### config.mk
export PLATFORM = sky130hd
export DESIGN_NAME = seq_match_sched
export DESIGN_NICKNAME = d
export VERILOG_FILES = /design/src/rtl/seq_match_sched_pkg.sv /design/src/rtl/seq_match_sched_pat_matcher.sv /design/src/rtl/seq_match_sched.sv
export SDC_FILE = /design/constraint.sdc
export NUM_CORES = 1
export LEC_CHECK = 0
export CAP_MARGIN = 25
export CORE_MARGIN = 10
export CORE_UTILIZATION = 54
export CTS_CLUSTER_DIAMETER = 30
export DETAILED_ROUTE_END_ITERATION = 10
export PLACE_DENSITY_LB_ADDON = 0.2
export SKIP_CTS_REPAIR_TIMING = 1
export SYNTH_ARGS = -nofsm -noshare
export SYNTH_HDL_FRONTEND = slang
export SYNTH_SLANG_ARGS = --single-unit
### constraint.sdc
create_clock -name clk -period 5.6 [get_ports clk]
set_input_delay 1.12 -clock clk [delete_from_list [all_inputs] [get_ports clk]]
set_output_delay 1.12 -clock clk [all_outputs]
set_load 0.02 [all_outputs]
### src/rtl/seq_match_sched_pkg.sv
// rtl/seq_match_sched_pkg.sv - shared types and constants for seq_match_sched
// Contents: scheduler FSM state enum, default idle-timeout and timer width,
// reset value of the latched match pattern.
package seq_match_sched_pkg;

  typedef enum logic [1:0] {
    IDLE = 2'd0,
    RUN  = 2'd1,
    DONE = 2'd2
  } sched_state_t;

  localparam int TIMEOUT_DEF = 64;
  // Minimum idle-timer width; the top widens it if its TIMEOUT needs more.
  localparam int TIMEOUT_W = $clog2(TIMEOUT_DEF + 1);

  localparam logic [3:0] DEF_PATTERN = 4'b0110;

endpackage

### src/rtl/seq_match_sched_pat_matcher.sv
// rtl/seq_match_sched_pat_matcher.sv - serial masked pattern matcher with saturating count
// Ports:
//   clk, rst_n            clock, synchronous active-low reset
//   clr                   start of frame: latch cfg, clear window/fill/match/count
//   cfg_pattern, cfg_mask pattern (MSB = oldest bit) and compare mask, sampled on clr
//   bit_valid, bit_in     serial bit and its qualifier
//   hit                   combinational match for the current bit
//   match                 hit registered (one-cycle pulse)
//   cnt                   saturating matches since clr
module pat_matcher
  import seq_match_sched_pkg::*;
#(
  parameter int PAT_W = 4,
  parameter int CNT_W = 8
) (
  input  logic             clk,
  input  logic             rst_n,
  input  logic             clr,
  input  logic [PAT_W-1:0] cfg_pattern,
  input  logic [PAT_W-1:0] cfg_mask,
  input  logic             bit_valid,
  input  logic             bit_in,
  output logic             hit,
  output logic             match,
  output logic [CNT_W-1:0] cnt
);

  localparam int FILL_W = $clog2(PAT_W + 1);

  logic [PAT_W-1:0]  pattern_q;
  logic [PAT_W-1:0]  mask_q;
  logic [PAT_W-2:0]  window;
  logic [FILL_W-1:0] fill;
  logic [PAT_W-1:0]  cand;

  // The incoming bit completes the window in the same cycle, so a match on
  // the last bit of a frame is seen before the frame closes.
  assign cand = {window, bit_in};
  assign hit  = bit_valid
             && ((cand & mask_q) == (pattern_q & mask_q))
             && (fill >= FILL_W'(PAT_W - 1));

  always_ff @(posedge clk) begin
    if (!rst_n) begin
      pattern_q <= PAT_W'(DEF_PATTERN);
      mask_q    <= '0;
      window    <= '0;
      fill      <= '0;
      match     <= 1'b0;
      cnt       <= '0;
    end else if (clr) begin
      pattern_q <= cfg_pattern;
      mask_q    <= cfg_mask;
      window    <= '0;
      fill      <= '0;
      match     <= 1'b0;
      cnt       <= '0;
    end else begin
      match <= hit;
      if (bit_valid) begin
        window <= cand[PAT_W-2:0];
        if (fill != FILL_W'(PAT_W)) fill <= fill + 1'b1;
      end
      if (hit && (cnt != '1)) cnt <= cnt + 1'b1;
    end
  end

endmodule

### src/rtl/seq_match_sched.sv
// rtl/seq_match_sched.sv - round-robin scheduler sharing one pattern matcher among N serial channels
// Ports:
//   clk, rst_n                      clock, synchronous active-low reset
//   req[N]                          per-channel frame request (level)
//   din/din_valid/din_last[N]       per-channel serial bit, qualifier, last marker
//   cfg_pattern, cfg_mask           matcher config, latched at grant
//   grant[N], busy                  one-hot grant, engine in use
//   match, match_ch                 per-bit match pulse and its channel
//   frame_done, frame_err,
//   frame_ch, frame_cnt             end-of-frame pulse, timeout flag, channel, match count
module seq_match_sched
  import seq_match_sched_pkg::*;
#(
  parameter int N       = 4,
  parameter int PAT_W   = 4,
  parameter int CNT_W   = 8,
  parameter int TIMEOUT = TIMEOUT_DEF,
  parameter int CH_W    = $clog2(N)
) (
  input  logic             clk,
  input  logic             rst_n,
  input  logic [N-1:0]     req,
  input  logic [N-1:0]     din,
  input  logic [N-1:0]     din_valid,
  input  logic [N-1:0]     din_last,
  input  logic [PAT_W-1:0] cfg_pattern,
  input  logic [PAT_W-1:0] cfg_mask,
  output logic [N-1:0]     grant,
  output logic             busy,
  output logic             match,
  output logic [CH_W-1:0]  match_ch,
  output logic             frame_done,
  output logic             frame_err,
  output logic [CH_W-1:0]  frame_ch,
  output logic [CNT_W-1:0] frame_cnt
);

  localparam int TMR_W = ($clog2(TIMEOUT + 1) > TIMEOUT_W) ? $clog2(TIMEOUT + 1) : TIMEOUT_W;

  sched_state_t    state;
  logic [CH_W-1:0] ptr;
  logic [CH_W-1:0] gidx;
  logic [TMR_W-1:0] timer;
  logic [CH_W-1:0] pick;
  logic [CH_W-1:0] cand_ch;
  logic            pick_found;
  logic            start;
  logic            cur_valid;
  logic            cur_bit;
  logic            cur_last;
  logic            hit;

  // First requester after the last granted channel, wrapping; the channel
  // just served is examined last, which gives the fairness guarantee.
  always_comb begin
    pick_found = 1'b0;
    pick       = '0;
    cand_ch    = '0;
    for (int i = 1; i <= N; i++) begin
      cand_ch = CH_W'((int'(ptr) + i) % N);
      if (!pick_found && req[cand_ch]) begin
        pick_found = 1'b1;
        pick       = cand_ch;
      end
    end
  end

  assign start     = (state == IDLE) && pick_found;
  assign cur_valid = (state == RUN) && din_valid[gidx];
  assign cur_bit   = din[gidx];
  assign cur_last  = din_last[gidx];

  pat_matcher #(
    .PAT_W (PAT_W),
    .CNT_W (CNT_W)
  ) u_matcher (
    .clk         (clk),
    .rst_n       (rst_n),
    .clr         (start),
    .cfg_pattern (cfg_pattern),
    .cfg_mask    (cfg_mask),
    .bit_valid   (cur_valid),
    .bit_in      (cur_bit),
    .hit         (hit),
    .match       (match),
    .cnt         (frame_cnt)
  );

  always_ff @(posedge clk) begin
    if (!rst_n) begin
      state      <= IDLE;
      ptr        <= CH_W'(N - 1);
      gidx       <= '0;
      timer      <= '0;
      grant      <= '0;
      busy       <= 1'b0;
      match_ch   <= '0;
      frame_done <= 1'b0;
      frame_err  <= 1'b0;
      frame_ch   <= '0;
    end else begin
      match_ch   <= hit ? gidx : '0;
      frame_done <= 1'b0;
      frame_err  <= 1'b0;
      frame_ch   <= '0;
      case (state)
        IDLE: begin
          if (pick_found) begin
            ptr   <= pick;
            gidx  <= pick;
            grant <= N'(1) << pick;
            busy  <= 1'b1;
            timer <= '0;
            state <= RUN;
          end
        end
        RUN: begin
          if (cur_valid) begin
            timer <= '0;
            if (cur_last) begin
              grant      <= '0;
              frame_done <= 1'b1;
              frame_ch   <= gidx;
              state      <= DONE;
            end
          end else if (timer == TMR_W'(TIMEOUT - 1)) begin
            grant      <= '0;
            frame_done <= 1'b1;
            frame_err  <= 1'b1;
            frame_ch   <= gidx;
            state      <= DONE;
          end else begin
            timer <= timer + 1'b1;
          end
        end
        DONE: begin
          busy  <= 1'b0;
          state <= IDLE;
        end
        default: state <= IDLE;
      endcase
    end
  end

endmodule
### Word-level counts from Yosys, hierarchy flattened

Cells that the tools add are included.

* flip-flop bits (word level): 47
* latch bits: 0
* RAM bits: 0
* bits in read-only memories: 0
* bits of input ports: 26
* output and inout port bits: 20
* logic and storage cells: 112
* memories: 0

* add/sub/neg operators: 7
* multiply operators: 0
* div/mod/pow operators: 0
* magnitude comparators: 6
* equality and inequality tests: 10
* shifts and indexed selects: 1
* multiplexer cells: 44
* bitwise operators: 4
* reductions and logical operators: 24

Operators by type and width (number)
* $mux W2: 11
* $mux W7: 3
* $mux W4: 4
* $lt A2 B3 Y1 const B: 5
* $mux W1: 15
* $bmux W1 S2: 7
* $pmux W7 S2: 1
* $reduce_and A2 Y1: 5
* $add A8 B1 Y8 const B: 1
* $and A4 B4 Y4: 2
* $logic_and A1 B1 Y1: 8
* $ne A8 B8 Y1 const B: 1
* $pmux W4 S2: 1
* $add A7 B1 Y7 const B: 1
* $eq A7 B6 Y1 const B: 1
* $ne A3 B3 Y1 const B: 2
* $reduce_and A3 Y1: 2
* $add A2 B1 Y2 const B: 2
* $add A2 B2 Y2 const B: 2
* $eq A4 B4 Y1: 1
* $pmux W2 S2: 1
* $reduce_and A4 Y1: 1
* $reduce_bool A2 Y1: 2
* $shl A1 B2 Y4 const A: 1
* other kinds (13): 16

### Longest topological paths before layout

Gate-level depths: netlist (run 1).

* word-level depth: 16
* mapped depth: 8
* gate-level depth less buffers: 7

### Modules after synthesis

Synthesis (run 1) repeated with hierarchy kept, for this count alone.

* cell total of the unflattened synthesis: 245
* area total of the unflattened synthesis: 2224.6 sq um

By module, submodules not included
* seq_match_sched: instances 1, cells each 129, area each 1161.1 sq um, sequential area each 480.5 sq um
* pat_matcher: instances 1, cells each 116, area each 1063.5 sq um, sequential area each 460.4 sq um

### Worst setup path after synthesis (run 1)

Ideal clock, no wire load.

* path type: in2reg
* from: input port din_valid[3]
* to: register grant[2]
* setup time: 115 ps
* arrival: 2665 ps
* required time: 5485 ps
* slack: 2820 ps
* stages: 6
* path buffers: 1
* cells stage by stage: mux4_2 -> buf_2 -> or3_4 -> a31o_2 -> and2_1 -> o21a_1

* cells in the longest elaborated chain, start to end: 5
* elaborated cells between the ends (all ways): 8
* classes of those cells: eq/ne (2); mux (4); reduce/logical (2)

RTL lines
* from (decl): line seq_match_sched.sv:24 `input logic [N-1:0] din_valid,`
* $bmux W1 S2 (*): line seq_match_sched.sv:69 `assign cur_valid = (state == RUN) && din_valid[gidx];`
* $mux W1 (implied by the code) (*): line seq_match_sched.sv:69
* $logic_and A1 B1 Y1 (*): line seq_match_sched.sv:69
* $ne A3 B1 Y1 (no source line), or another cell as far along
* $reduce_and A4 Y1 (no source line) or $pmux W4 S2 (tied branches)
* to (signal assigned): line seq_match_sched.sv:111 `grant <= N'(1) << pick;`
* to (decl): line seq_match_sched.sv:28 `output logic [N-1:0] grant,`

Mark *: on every way between the ends. The rest lies on a longest branch, timed or not. The select of a mux whose other input is x is not followed.
A chain may end at the register's enable or synchronous reset.

### Worst setup path after layout (run 1)

* from: input port din_valid[2]
* to: register timer[0]

* cells in the longest elaborated chain, start to end: 5
* elaborated cells between the ends (all ways): 7
* classes of those cells: eq/ne (1); mux (4); reduce/logical (2)

RTL lines
* $bmux W1 S2 (*): line seq_match_sched.sv:69
* $mux W1 (implied by the code) (*): line seq_match_sched.sv:69
* $logic_and A1 B1 Y1 (*): line seq_match_sched.sv:69
* $ne A3 B2 Y1 (no source line) or $mux W7 (tied branches)
* $reduce_and A3 Y1 (no source line) or $pmux W7 S2 (tied branches)
* to (signal assigned): line seq_match_sched.sv:133 `timer <= timer + 1'b1;`
* to (decl): line seq_match_sched.sv:43 `logic [TMR_W-1:0] timer;`

Marked as above.

==> results_tabular.tex, run 1 <==
\begin{tabular}{lr}
\hline
Metric & Value \\
\hline
\multicolumn{2}{l}{\textbf{Power and ir drop}} \\
Internal Pwr Total & 0.527 mW \\
Power density over the cells & 265 mW/mm\^{}2 \\
Leakage & 1.01 nW \\
Sequential share of power & 0.511 \\
Net switching fraction of the power & 0.272 \\
Relative contribution of the clock network to total power & 0.306 \\
Comb pwr share & 0.183 \\
Maximum vdd ir drop & 0.000186 V \\
Net load switching power & 0.197 mW \\
\multicolumn{2}{l}{\textbf{Route}} \\
Final routed DRC violation total & 0 \\
Total number of vias & 1937 \\
Count of antenna-violating nets left after detailed routing & 0 \\
Count of TritonRoute iterations in the first routing pass & 4 \\
Post-detailed-route via-to-cell ratio & 5.71 \\
DRC marker count from the first detailed-route iteration & 172 \\
Average detailed-routed wire length per instance & 15.2 um \\
Aggregate routed wire length & 5170 um \\
\multicolumn{2}{l}{\textbf{Setup path}} \\
Reg-to-reg startpoint & gidx[0] \\
Delay of the slowest cell on the worst path & 620 ps \\
Critical path start-end classification & input pin to flip-flop \\
Nature of the critical path startpoint & input pin \\
Worst Path Max Fanout & 11 \\
Standard cell with the maximum stage delay on the critical path & nor4\_1 \\
Critical Path End Type & flip-flop \\
Critical Path RT & 5820 ps \\
Count of cells along the worst register-to-register path & 5 \\
Worst path most repeated cell & nor2\_1 \\
R2r setup slk & 3150 ps \\
Crit-path cells & clkdlybuf4s50\_1 > mux4\_2 > nor4\_1 > nor2\_1 > mux2\_2 > nor2\_1 \\
Endpoint of the most critical register-to-register path & timer[0] \\
CP Data Arrival Time & 3270 ps \\
\multicolumn{2}{l}{\textbf{Cells and area}} \\
Area overhead of the layout relative to synthesis & 26.1\% \\
Most common library cell in the layout ignoring fill and taps & dfxtp\_1 \\
Filler cells & 295 \\
Fin area & 0.00274 mm\^{}2 \\
Antenna diode instance count & 0 \\
Number of cells in the finished layout apart from fillers & 339 \\
Most used cells in the layout excluding fill and tap cells & dfxtp\_1, clkdlybuf4s50\_1, nand2\_1 \\
Share of cells above drive strength 1 & 0.0756 \\
Final layout net count & 321 \\
\multicolumn{2}{l}{\textbf{Synthesis}} \\
Synth Flop Type & dfxtp\_1 \\
Share of synthesized registers carrying an async set or reset & 0 \\
Cell Area, Synth & 0.00217 mm\^{}2 \\
Count of distinct cell types in the synthesized netlist & 53 \\
Number of synthesized flops with an enable pin & 0 \\
Mean instance size in the synthesized netlist & 8.79 um\^{}2 \\
Synthesis-stage register bit count & 47 \\
Area fraction of the dominant cell type after synthesis & 0.433 \\
Cell types with the largest area share after synthesis & dfxtp\_1, nand2\_1, a21oi\_1 \\
Number of instances in the synthesized netlist & 247 \\
Syn Nets & 278 \\
Sequential element share of the synthesized area & 0.433 \\
Area leader, netlist & dfxtp\_1 \\
YS warnings & 0 \\
\multicolumn{2}{l}{\textbf{Floorplanning}} \\
Die Width & 83.4 um \\
Rows & 22 \\
Area enclosed by the die boundary & 0.00696 mm\^{}2 \\
Vert. Die Dim & 83.4 um \\
Floorplan Core Area & 0.00377 mm\^{}2 \\
Effective utilization at floorplan & 0.576 \\
Io pins & 46 \\
\multicolumn{2}{l}{\textbf{Clock tree}} \\
CTS Sinks & 47 \\
Maximum buffer depth of the clock tree & 2 \\
CTS tree & done \\
Depth of the CTS H-tree & 2 \\
Total CTS buffers & 5 \\
Clock latency on the worst-skew pair & 300 ps \\
Clock transition time at the flip-flop clock pins of the worst setup and hold paths & 80 ps \\
CTS root buffer & clkbuf\_8 \\
\multicolumn{2}{l}{\textbf{Timing}} \\
Final worst-path cycle share & 0.544 \\
RSZ-0062 raised after global routing & no \\
Max transition margin & 0.441 \\
Worst hold slack across all endpoints & 447 ps \\
Final critical-path required period & 3050 ps \\
Pin slew with the least headroom to its limit & 830 ps \\
Final Hold Vio Count & 0 \\
Max-slew violation total from the final report & 0 \\
Final count of negative-setup-slack endpoints & 0 \\
Smallest setup slack after layout & 2550 ps \\
Fmax & 0.328 GHz \\
Setup TNS & 0 ps \\
Clock tree skew after final layout & 4.45 ps \\
\multicolumn{2}{l}{\textbf{Outcome}} \\
Outcome & finished clean \\
\multicolumn{2}{l}{\textbf{Placed design}} \\
Post-Place Setup Slack & 2250 ps \\
Instance area at placement & 0.00264 mm\^{}2 \\
Detailed Place HPWL & 3890 um \\
Routability-driven placement congestion ratio & 0.826 \\
Placed cells & 331 \\
Total of buffers placed on input and output ports & 45 \\
\multicolumn{2}{l}{\textbf{Min path}} \\
WHS Endpoint & timer[6] \\
Worst hold start & timer[6] \\
Hold-critical path depth & 2 \\
Path category of the worst min-delay check & flip-flop to flip-flop \\
\multicolumn{2}{l}{\textbf{Flow run}} \\
Max-cap check violation count & 0 \\
\multicolumn{2}{l}{\textbf{GRT}} \\
Via count of the first global-routing pass & 1816 \\
First-pass GRT wire length & 8670 um \\
Maximum number of pins on one net before global-route repair & 19 \\
Overflow left after global routing & 0 \\
Number of antenna violations at the first check in global routing & 0 \\
Total routing resource utilization after global routing & 0.147 \\
\hline
\end{tabular}
-- worst max-delay path by stage --
stage	from	end	cells past startpoint
6_report	din_valid[2]	timer[0]	6
4_1_cts	din_valid[3]	timer[0]	6
3_3_place_gp	din_valid[1]	u_matcher.cnt[3]	6
5_1_grt	din_valid[2]	timer[0]	6
2_1_floorplan	din_valid[3]	grant[2]	6
3_5_place_dp	din_valid[3]	timer[0]	6
-- power groups by stage --
stage / Combinational, mW / Clock, mW / Sequential (mW)
2_1_floorplan: 0.0878 / 0 / 0.375
3_3_place_gp: 0.130 / 0 / 0.378
3_5_place_dp: 0.132 / 0 / 0.378
4_1_cts: 0.133 / 0.225 / 0.370
5_1_grt: 0.148 / 0.234 / 0.373
6_report: 0.133 / 0.221 / 0.370
-- critical path: cells and delay by family --
kind / cells / cell delay [ps]
buf+inv: 1 / 400
mux: 2 / 900
simple gates: 3 / 850
-- registers in the layout, summed over array words and instances, names as in the netlist, 3 cells and up --
register / flops
grant: 4
timer: 7
u_matcher.cnt: 8
u_matcher.fill: 3
u_matcher.mask_q: 4
u_matcher.pattern_q: 4
u_matcher.window: 3
-- cell type report --
cell class,count,area (um^2),share of cell area
inverters,8,30.0,0.0110
flip-flops and latches,47,941,0.344
well taps,48,60.1,0.0219
clock buffers,8,100,0.0365
multi-input cells,181,1140,0.417
repair buffers,47,465,0.170
-- per-layer routing --
layer  global-route usage  up-vias  wire length (um)
met3               0.0381        8               271
met5                    0        -                 0
met1                0.173      898              2180
met4               0.0545        0                96
met2                0.247       53              2620
li1                     -      978                 -
-- synthesized netlist by cell type, drive strengths merged, types with 3 or more instances --
cell	n
ha	5
clkbuf	7
or4	3
nand2	34
a21o	3
o21a	3
dfxtp	47
nor3	3
or3	3
o21ai	8
and2	3
a21oi	22
inv	7
nor2	24
nor4	4
nand3	13
and3	7
xnor2	6
o31ai	4
mux4	3
buf	4
-- cell families (layout without fill, tap and decap cells) --
family | Yosys count | count (layout) | synth area share
compound gates | 57 | 57 | 0.176
simple gates | 104 | 104 | 0.233
xor+xnor | 8 | 8 | 0.0357
fa+ha+maj | 5 | 5 | 0.0288
flops | 47 | 47 | 0.433
mux | 7 | 7 | 0.0524
buf+inv | 19 | 63 | 0.0409
-- metrics by stage --
step / total power [mW] / util
after global placement: 0.507 / 0.700
after detailed placement: 0.511 / 0.700
after global routing: 0.755 / 0.726
after floorplan: 0.463 / -
final: 0.725 / 0.726
after CTS: 0.729 / 0.726
Power figures use the tool's default switching activity.
==> inputs of run 2 (changes only) <==
--- a/config.mk
+++ b/config.mk
@@ -7,7 +7,7 @@
 export LEC_CHECK = 0
 export CAP_MARGIN = 25
 export CORE_MARGIN = 10
-export CORE_UTILIZATION = 54
+export CORE_UTILIZATION = 50
 export CTS_CLUSTER_DIAMETER = 30
 export DETAILED_ROUTE_END_ITERATION = 10
 export PLACE_DENSITY_LB_ADDON = 0.2
==> constraint.sdc (replaced) <==
create_clock -name clk -period 2.9 [get_ports clk]
set_input_delay 0.58 -clock clk [delete_from_list [all_inputs] [get_ports clk]]
set_output_delay 0.58 -clock clk [all_outputs]
set_load 0.02 [all_outputs]
==> run 2 against run 1 <==
  * Die area rose by 6.1%
  * Via count rose by 1.9%
  * Critical path depth stayed put
  * Setup slack worse by 2100 ps
  * Final cell count increased by 2.7%
  * Combinational power is 110% higher
  * Cell area grew 1.8%
  * Clock-buffer cell count is 2 lower
==> results_tabular.tex, run 2 (same netlist as run 1, synthesis figures left out) <==
\begin{tabular}{lr}
\hline
Metric & Value \\
\hline
\multicolumn{2}{l}{\textbf{Outcome}} \\
Outcome & finished clean \\
\multicolumn{2}{l}{\textbf{Timing}} \\
Final worst-path cycle share & 0.851 \\
Clock tree skew after final layout & 7.76 ps (+3.31 ps) \\
Pin slew with the least headroom to its limit & 892 ps (+61.5 ps) \\
Final count of negative-setup-slack endpoints & 0 (unchanged) \\
Final Hold Vio Count & 0 (unchanged) \\
Max transition margin & 0.400 (-0.0410) \\
RSZ-0062 raised after global routing & no \\
Final critical-path required period & 2470 ps \\
Fmax & 0.405 GHz \\
Setup TNS & 0 ps (unchanged) \\
Max-slew violation total from the final report & 0 (unchanged) \\
\multicolumn{2}{l}{\textbf{Clock tree}} \\
Clock transition time at the flip-flop clock pins of the worst setup and hold paths & 90 ps (about the same) \\
Clock latency on the worst-skew pair & 300 ps (about the same) \\
CTS Sinks & 47 (unchanged) \\
Maximum buffer depth of the clock tree & 2 (unchanged) \\
CTS tree & done \\
CTS root buffer & clkbuf\_8 \\
Depth of the CTS H-tree & 2 (unchanged) \\
Total CTS buffers & 5 (unchanged) \\
\multicolumn{2}{l}{\textbf{GRT}} \\
Maximum number of pins on one net before global-route repair & 18 (-1) \\
Overflow left after global routing & 0 (unchanged) \\
Total routing resource utilization after global routing & 0.146 (-0.000344) \\
First-pass GRT wire length & 8980 um (+3.7\%) \\
Via count of the first global-routing pass & 1948 (+7.3\%) \\
Number of antenna violations at the first check in global routing & 0 (unchanged) \\
\multicolumn{2}{l}{\textbf{Placed design}} \\
Routability-driven placement congestion ratio & 0.828 (+0.27\%) \\
Placed cells & 341 (+3.0\%) \\
Detailed Place HPWL & 4130 um (+6.2\%) \\
Total of buffers placed on input and output ports & 45 (unchanged) \\
\multicolumn{2}{l}{\textbf{Min path}} \\
Path category of the worst min-delay check & flip-flop to flip-flop \\
\multicolumn{2}{l}{\textbf{Floorplanning}} \\
Effective utilization at floorplan & 0.528 (-0.0482) \\
Rows & 23 (+4.5\%) \\
Io pins & 46 (unchanged) \\
Area enclosed by the die boundary & 0.00738 mm\^{}2 (+6.1\%) \\
Die Width & 85.9 um (+3.0\%) \\
Floorplan Core Area & 0.00412 mm\^{}2 (+9.1\%) \\
Vert. Die Dim & 85.9 um (+3.0\%) \\
\multicolumn{2}{l}{\textbf{Setup path}} \\
Standard cell with the maximum stage delay on the critical path & or4\_1 \\
Critical Path RT & 3130 ps (-2690 ps) \\
Critical path start-end classification & input pin to flip-flop \\
Crit-path cells & clkdlybuf4s50\_1 > mux4\_2 > xnor2\_2 > o2111ai\_2 > or4\_1 > a21oi\_1 \\
Worst Path Max Fanout & 12 (+1) \\
CP Data Arrival Time & 2700 ps (-570 ps) \\
Nature of the critical path startpoint & input pin \\
Delay of the slowest cell on the worst path & 580 ps (-40 ps) \\
Critical Path End Type & flip-flop \\
\multicolumn{2}{l}{\textbf{Cells and area}} \\
Flip-flop count of the largest register after layout & 8 (unchanged) \\
Most used cells in the layout excluding fill and tap cells & dfxtp\_1, clkdlybuf4s50\_1, nand2\_1 \\
Antenna diode instance count & 0 (unchanged) \\
Most common library cell in the layout ignoring fill and taps & dfxtp\_1 \\
Largest Register & u\_matcher.cnt \\
Share of cells above drive strength 1 & 0.101 (+0.0251) \\
Area overhead of the layout relative to synthesis & 28.4\% \\
Biggest registers after layout & u\_matcher.cnt (8), timer (7) \\
Number of cells in the finished layout apart from fillers & 348 (+2.7\%) \\
Filler cells & 365 (+24\%) \\
Reg area & 941 um\^{}2 (unchanged) \\
Area of the multi-input gates & 0.00114 mm\^{}2 (unchanged) \\
Final layout net count & 329 (+2.5\%) \\
\multicolumn{2}{l}{\textbf{Route}} \\
Count of TritonRoute iterations in the first routing pass & 5 (+1) \\
DRC marker count from the first detailed-route iteration & 105 (-39\%) \\
Post-detailed-route via-to-cell ratio & 5.67 (-0.78\%) \\
Total number of vias & 1973 (+1.9\%) \\
Aggregate routed wire length & 5390 um (+4.4\%) \\
Average detailed-routed wire length per instance & 15.5 um (+1.7\%) \\
Count of antenna-violating nets left after detailed routing & 0 (unchanged) \\
Final routed DRC violation total & 0 (unchanged) \\
\multicolumn{2}{l}{\textbf{Power and ir drop}} \\
Maximum vdd ir drop & 0.000411 V (+120\%) \\
Power density over the cells & 499 mW/mm\^{}2 (+89\%) \\
Leakage & 1.05 nW (+3.5\%) \\
\multicolumn{2}{l}{\textbf{Flow run}} \\
Max-cap check violation count & 0 (unchanged) \\
\hline
\end{tabular}
run 2: changes by cell type in the layout (fill, tap and decap cells not counted), sizes merged:
cell / before / now
buf: 2 / 10
clkinv: 1 / 2
clkbuf: 8 / 6
run 2: path summary, 6_finish.rpt:
path	cells past startpoint	endpoint	startpoint	slack (ps)
max	6	u_matcher.cnt[3]	din[3]	430
min	2	timer[6]	timer[6]	450
max reg2reg	5	u_matcher.cnt[3]	gidx[0]	640
min reg2reg	2	timer[6]	timer[6]	450
run 2: through the flow:
stage	hold slack, ps	total power [mW]	util	area, um^2	worst slack (ps)
2_1_floorplan	418	0.895	-	2170	660
3_3_place_gp	434	1.00	0.656	2700	183
3_5_place_dp	435	1.01	0.656	2700	124
4_1_cts	448	1.40	0.678	2790	440
5_1_grt	479	1.45	0.678	2790	285
6_report	447	1.39	0.678	2790	433
run 2: metal layers:
| layer | track usage | share of wire | vias to the layer above |
|---|---|---|---|
| li1 | - | - | 985 |
| met1 | 0.163 | 0.42 | 929 |
| met2 | 0.251 | 0.50 | 50 |
| met3 | 0.0549 | 0.060 | 9 |
| met4 | 0.0464 | 0.016 | 0 |
| met5 | 0 | 0 | - |
run 2: cell type report:
type                    count  area share
clock inverters             1     0.00179
clock buffers               6      0.0296
well taps                  50      0.0224
multi-input cells         181       0.410
flip-flops and latches     47       0.337
inverters                   8      0.0108
repair buffers             55       0.188
run 2: worst max-delay path, delay by kind of cell:
family	cells	cell delay, ps
AO/OA/AOI/OAI	2	420
buffers and inverters	1	400
multiplexers	1	520
XOR/XNOR	1	190
AND/OR/NAND/NOR	1	580
run 2: power breakdown:
part | internal, mW | switching, mW | leakage (nW)
Clock | 0.187 | 0.213 | 0.0470
Combinational | 0.135 | 0.146 | 0.619
Sequential | 0.679 | 0.0328 | 0.383
==> inputs of run 3 (changes only) <==
--- a/config.mk
+++ b/config.mk
@@ -6,11 +6,11 @@
 export NUM_CORES = 1
 export LEC_CHECK = 0
 export CAP_MARGIN = 25
-export CORE_MARGIN = 10
+export CORE_MARGIN = 2
 export CORE_UTILIZATION = 50
 export CTS_CLUSTER_DIAMETER = 30
 export DETAILED_ROUTE_END_ITERATION = 10
-export PLACE_DENSITY_LB_ADDON = 0.2
+export PLACE_DENSITY = 0.83
 export SKIP_CTS_REPAIR_TIMING = 1
 export SYNTH_ARGS = -nofsm -noshare
 export SYNTH_HDL_FRONTEND = slang
==> run 3 against run 2 <==
  * Utilization is 0.63 points higher
  * First-iteration DRC count is 13% lower
  * Hold slack worse by 4.3 ps
  * Flip-flop and latch count stayed put
  * Routed wire length is 12% lower
  * Clock skew is 2.4 ps lower
  * Register-to-register slack hardly changed
  * Cell area is 0.22% higher
  * Largest cell class unchanged
  * Largest power group unchanged
==> results_tabular.tex, run 3 (same netlist as run 1, synthesis figures left out) <==
\begin{tabular}{lr}
\hline
Metric & Value \\
\hline
\multicolumn{2}{l}{\textbf{Route}} \\
Average detailed-routed wire length per instance & 13.5 um (-13\%) \\
Post-detailed-route via-to-cell ratio & 5.56 (-2.0\%) \\
Final routed DRC violation total & 0 (unchanged) \\
Aggregate routed wire length & 4730 um (-12\%) \\
DRC marker count from the first detailed-route iteration & 91 (-13\%) \\
Count of antenna-violating nets left after detailed routing & 0 (unchanged) \\
Count of TritonRoute iterations in the first routing pass & 4 (-1) \\
Total number of vias & 1950 (-1.2\%) \\
\multicolumn{2}{l}{\textbf{Floorplanning}} \\
Io pins & 46 (unchanged) \\
Vert. Die Dim & 69.9 um (-19\%) \\
Area enclosed by the die boundary & 0.00489 mm\^{}2 (-34\%) \\
Effective utilization at floorplan & 0.532 (+0.00372) \\
Rows & 23 (unchanged) \\
Die Width & 69.9 um (-19\%) \\
Floorplan Core Area & 0.00409 mm\^{}2 (-0.70\%) \\
\multicolumn{2}{l}{\textbf{Timing}} \\
Max-slew violation total from the final report & 0 (unchanged) \\
Final Hold Vio Count & 0 (unchanged) \\
RSZ-0062 raised after global routing & no \\
Final worst-path cycle share & 0.850 (-0.00107) \\
Final count of negative-setup-slack endpoints & 0 (unchanged) \\
Setup TNS & 0 ps (unchanged) \\
Fmax & 0.406 GHz (+0.13\%) \\
Final critical-path required period & 2460 ps (-3.12 ps) \\
Max transition margin & 0.472 (+0.0712) \\
Pin slew with the least headroom to its limit & 787 ps (-105 ps) \\
Clock tree skew after final layout & 5.38 ps (-2.38 ps) \\
\multicolumn{2}{l}{\textbf{Cells and area}} \\
Most used cells in the layout excluding fill and tap cells & dfxtp\_1, clkdlybuf4s50\_1, nand2\_1 \\
Final layout net count & 331 (+0.61\%) \\
Largest Register & u\_matcher.cnt \\
Biggest registers after layout & u\_matcher.cnt (8), timer (7) \\
Area overhead of the layout relative to synthesis & 28.7\% \\
Most common library cell in the layout ignoring fill and taps & dfxtp\_1 \\
Flip-flop count of the largest register after layout & 8 (unchanged) \\
Antenna diode instance count & 0 (unchanged) \\
Share of cells above drive strength 1 & 0.103 (+0.00232) \\
Fin area & 0.00280 mm\^{}2 (+0.22\%) \\
\multicolumn{2}{l}{\textbf{GRT}} \\
First-pass GRT wire length & 7910 um (-12\%) \\
Total routing resource utilization after global routing & 0.201 (+0.0546) \\
Maximum number of pins on one net before global-route repair & 14 (-4) \\
Number of antenna violations at the first check in global routing & 0 (unchanged) \\
Overflow left after global routing & 0 (unchanged) \\
Via count of the first global-routing pass & 1778 (-8.7\%) \\
\multicolumn{2}{l}{\textbf{Setup path}} \\
Critical Path RT & 3140 ps (about the same) \\
Beginning of the critical path & din[2] \\
Delay of the slowest cell on the worst path & 590 ps (about the same) \\
Critical Path End Type & flip-flop \\
R2r setup slk & 630 ps (about the same) \\
Worst Path Max Fanout & 12 (unchanged) \\
CP Data Arrival Time & 2710 ps (about the same) \\
Nature of the critical path startpoint & input pin \\
Crit-path cells & clkdlybuf4s50\_1 > mux4\_2 > xnor2\_2 > o2111ai\_2 > or4\_1 > a21oi\_1 \\
Endpoint of the most critical register-to-register path & u\_matcher.cnt[3] \\
Standard cell with the maximum stage delay on the critical path & or4\_1 \\
Critical path start-end classification & input pin to flip-flop \\
Reg-to-reg startpoint & gidx[0] \\
Count of cells along the worst register-to-register path & 5 (unchanged) \\
\multicolumn{2}{l}{\textbf{Placed design}} \\
Detailed Place HPWL & 3560 um (-14\%) \\
Total of buffers placed on input and output ports & 45 (unchanged) \\
Routability-driven placement congestion ratio & 0.792 (-4.3\%) \\
Instance area at placement & 0.00271 mm\^{}2 (+0.46\%) \\
\multicolumn{2}{l}{\textbf{Power and ir drop}} \\
Relative contribution of the clock network to total power & 0.279 (-0.008) \\
Comb pwr share & 0.202 (about the same) \\
Net load switching power & 0.386 mW (-1.2\%) \\
Internal Pwr Total & 0.985 mW (-1.6\%) \\
Net switching fraction of the power & 0.282 (+0.000843) \\
Power density over the cells & 491 mW/mm\^{}2 (-1.7\%) \\
Leakage & 1.05 nW (+0.28\%) \\
Sequential share of power & 0.519 (+0.008) \\
Maximum vdd ir drop & 0.000363 V (-12\%) \\
\multicolumn{2}{l}{\textbf{Outcome}} \\
Outcome & finished clean \\
\multicolumn{2}{l}{\textbf{Clock tree}} \\
CTS root buffer & clkbuf\_8 \\
Maximum buffer depth of the clock tree & 2 (unchanged) \\
Total CTS buffers & 5 (unchanged) \\
Clock latency on the worst-skew pair & 300 ps (about the same) \\
CTS tree & done \\
Clock transition time at the flip-flop clock pins of the worst setup and hold paths & 80 ps (about the same) \\
CTS Sinks & 47 (unchanged) \\
Depth of the CTS H-tree & 2 (unchanged) \\
\multicolumn{2}{l}{\textbf{Min path}} \\
Worst hold start & timer[6] \\
Hold-critical path depth & 2 (unchanged) \\
WHS Endpoint & timer[6] \\
Path category of the worst min-delay check & flip-flop to flip-flop \\
\multicolumn{2}{l}{\textbf{Flow run}} \\
Max-cap check violation count & 0 (unchanged) \\
\hline
\end{tabular}
run 3: area by class of cell:
| class | count | area, um^2 |
|---|---|---|
| Fill cell | 341 | 1290 |
| Multi-Input combinational cell | 181 | 1140 |
| Sequential cell | 47 | 941 |
| Timing Repair Buffer | 57 | 538 |
| Clock buffer | 7 | 76.3 |
| Tap cell | 50 | 62.6 |
| Inverter | 8 | 30.0 |
| Clock inverter | 1 | 5.00 |
run 3: worst max-delay path, delay by kind of cell:
| family | cells | cell delay, ps |
|---|---|---|
| multiplexers | 1 | 510 |
| AO/OA/AOI/OAI | 2 | 440 |
| buffers and inverters | 1 | 400 |
| AND/OR/NAND/NOR | 1 | 590 |
| XOR/XNOR | 1 | 190 |
run 3: worst max path at each step:
stage | to | slack [ps] | depth (start not counted)
2_1_floorplan | grant[2] | 660 | 6
3_3_place_gp | u_matcher.cnt[7] | 180 | 6
3_5_place_dp | u_matcher.cnt[3] | 120 | 6
4_1_cts | u_matcher.cnt[3] | 450 | 6
5_1_grt | u_matcher.cnt[7] | 300 | 6
6_report | u_matcher.cnt[3] | 440 | 6
run 3: power by group through the flow:
stage	clock (mW)	combinational, mW	sequential (mW)
after floorplan	0	0.169	0.725
after global placement	0	0.270	0.727
after detailed placement	0	0.276	0.728
after CTS	0.386	0.278	0.712
after global routing	0.410	0.306	0.718
final	0.383	0.277	0.712
run 3: layer usage:
layer,track usage,up-vias,share of wire
met5,0,-,0
met4,0.0513,0,0.013
met3,0.0563,7,0.047
met2,0.348,40,0.50
met1,0.245,910,0.44
li1,-,993,-
run 3: per-stage QoR:
stage | hold WS [ps] | power, mW | cells | util | setup WS [ps]
finish | 443 | 1.37 | 351 | 0.684 | 436
global route | 464 | 1.43 | 351 | 0.684 | 300
CTS | 448 | 1.38 | 351 | 0.684 | 446
detailed placement | 434 | 1.00 | 343 | 0.664 | 121
global placement | 434 | 0.996 | 342 | 0.663 | 179
floorplan | 418 | 0.895 | 247 | - | 660
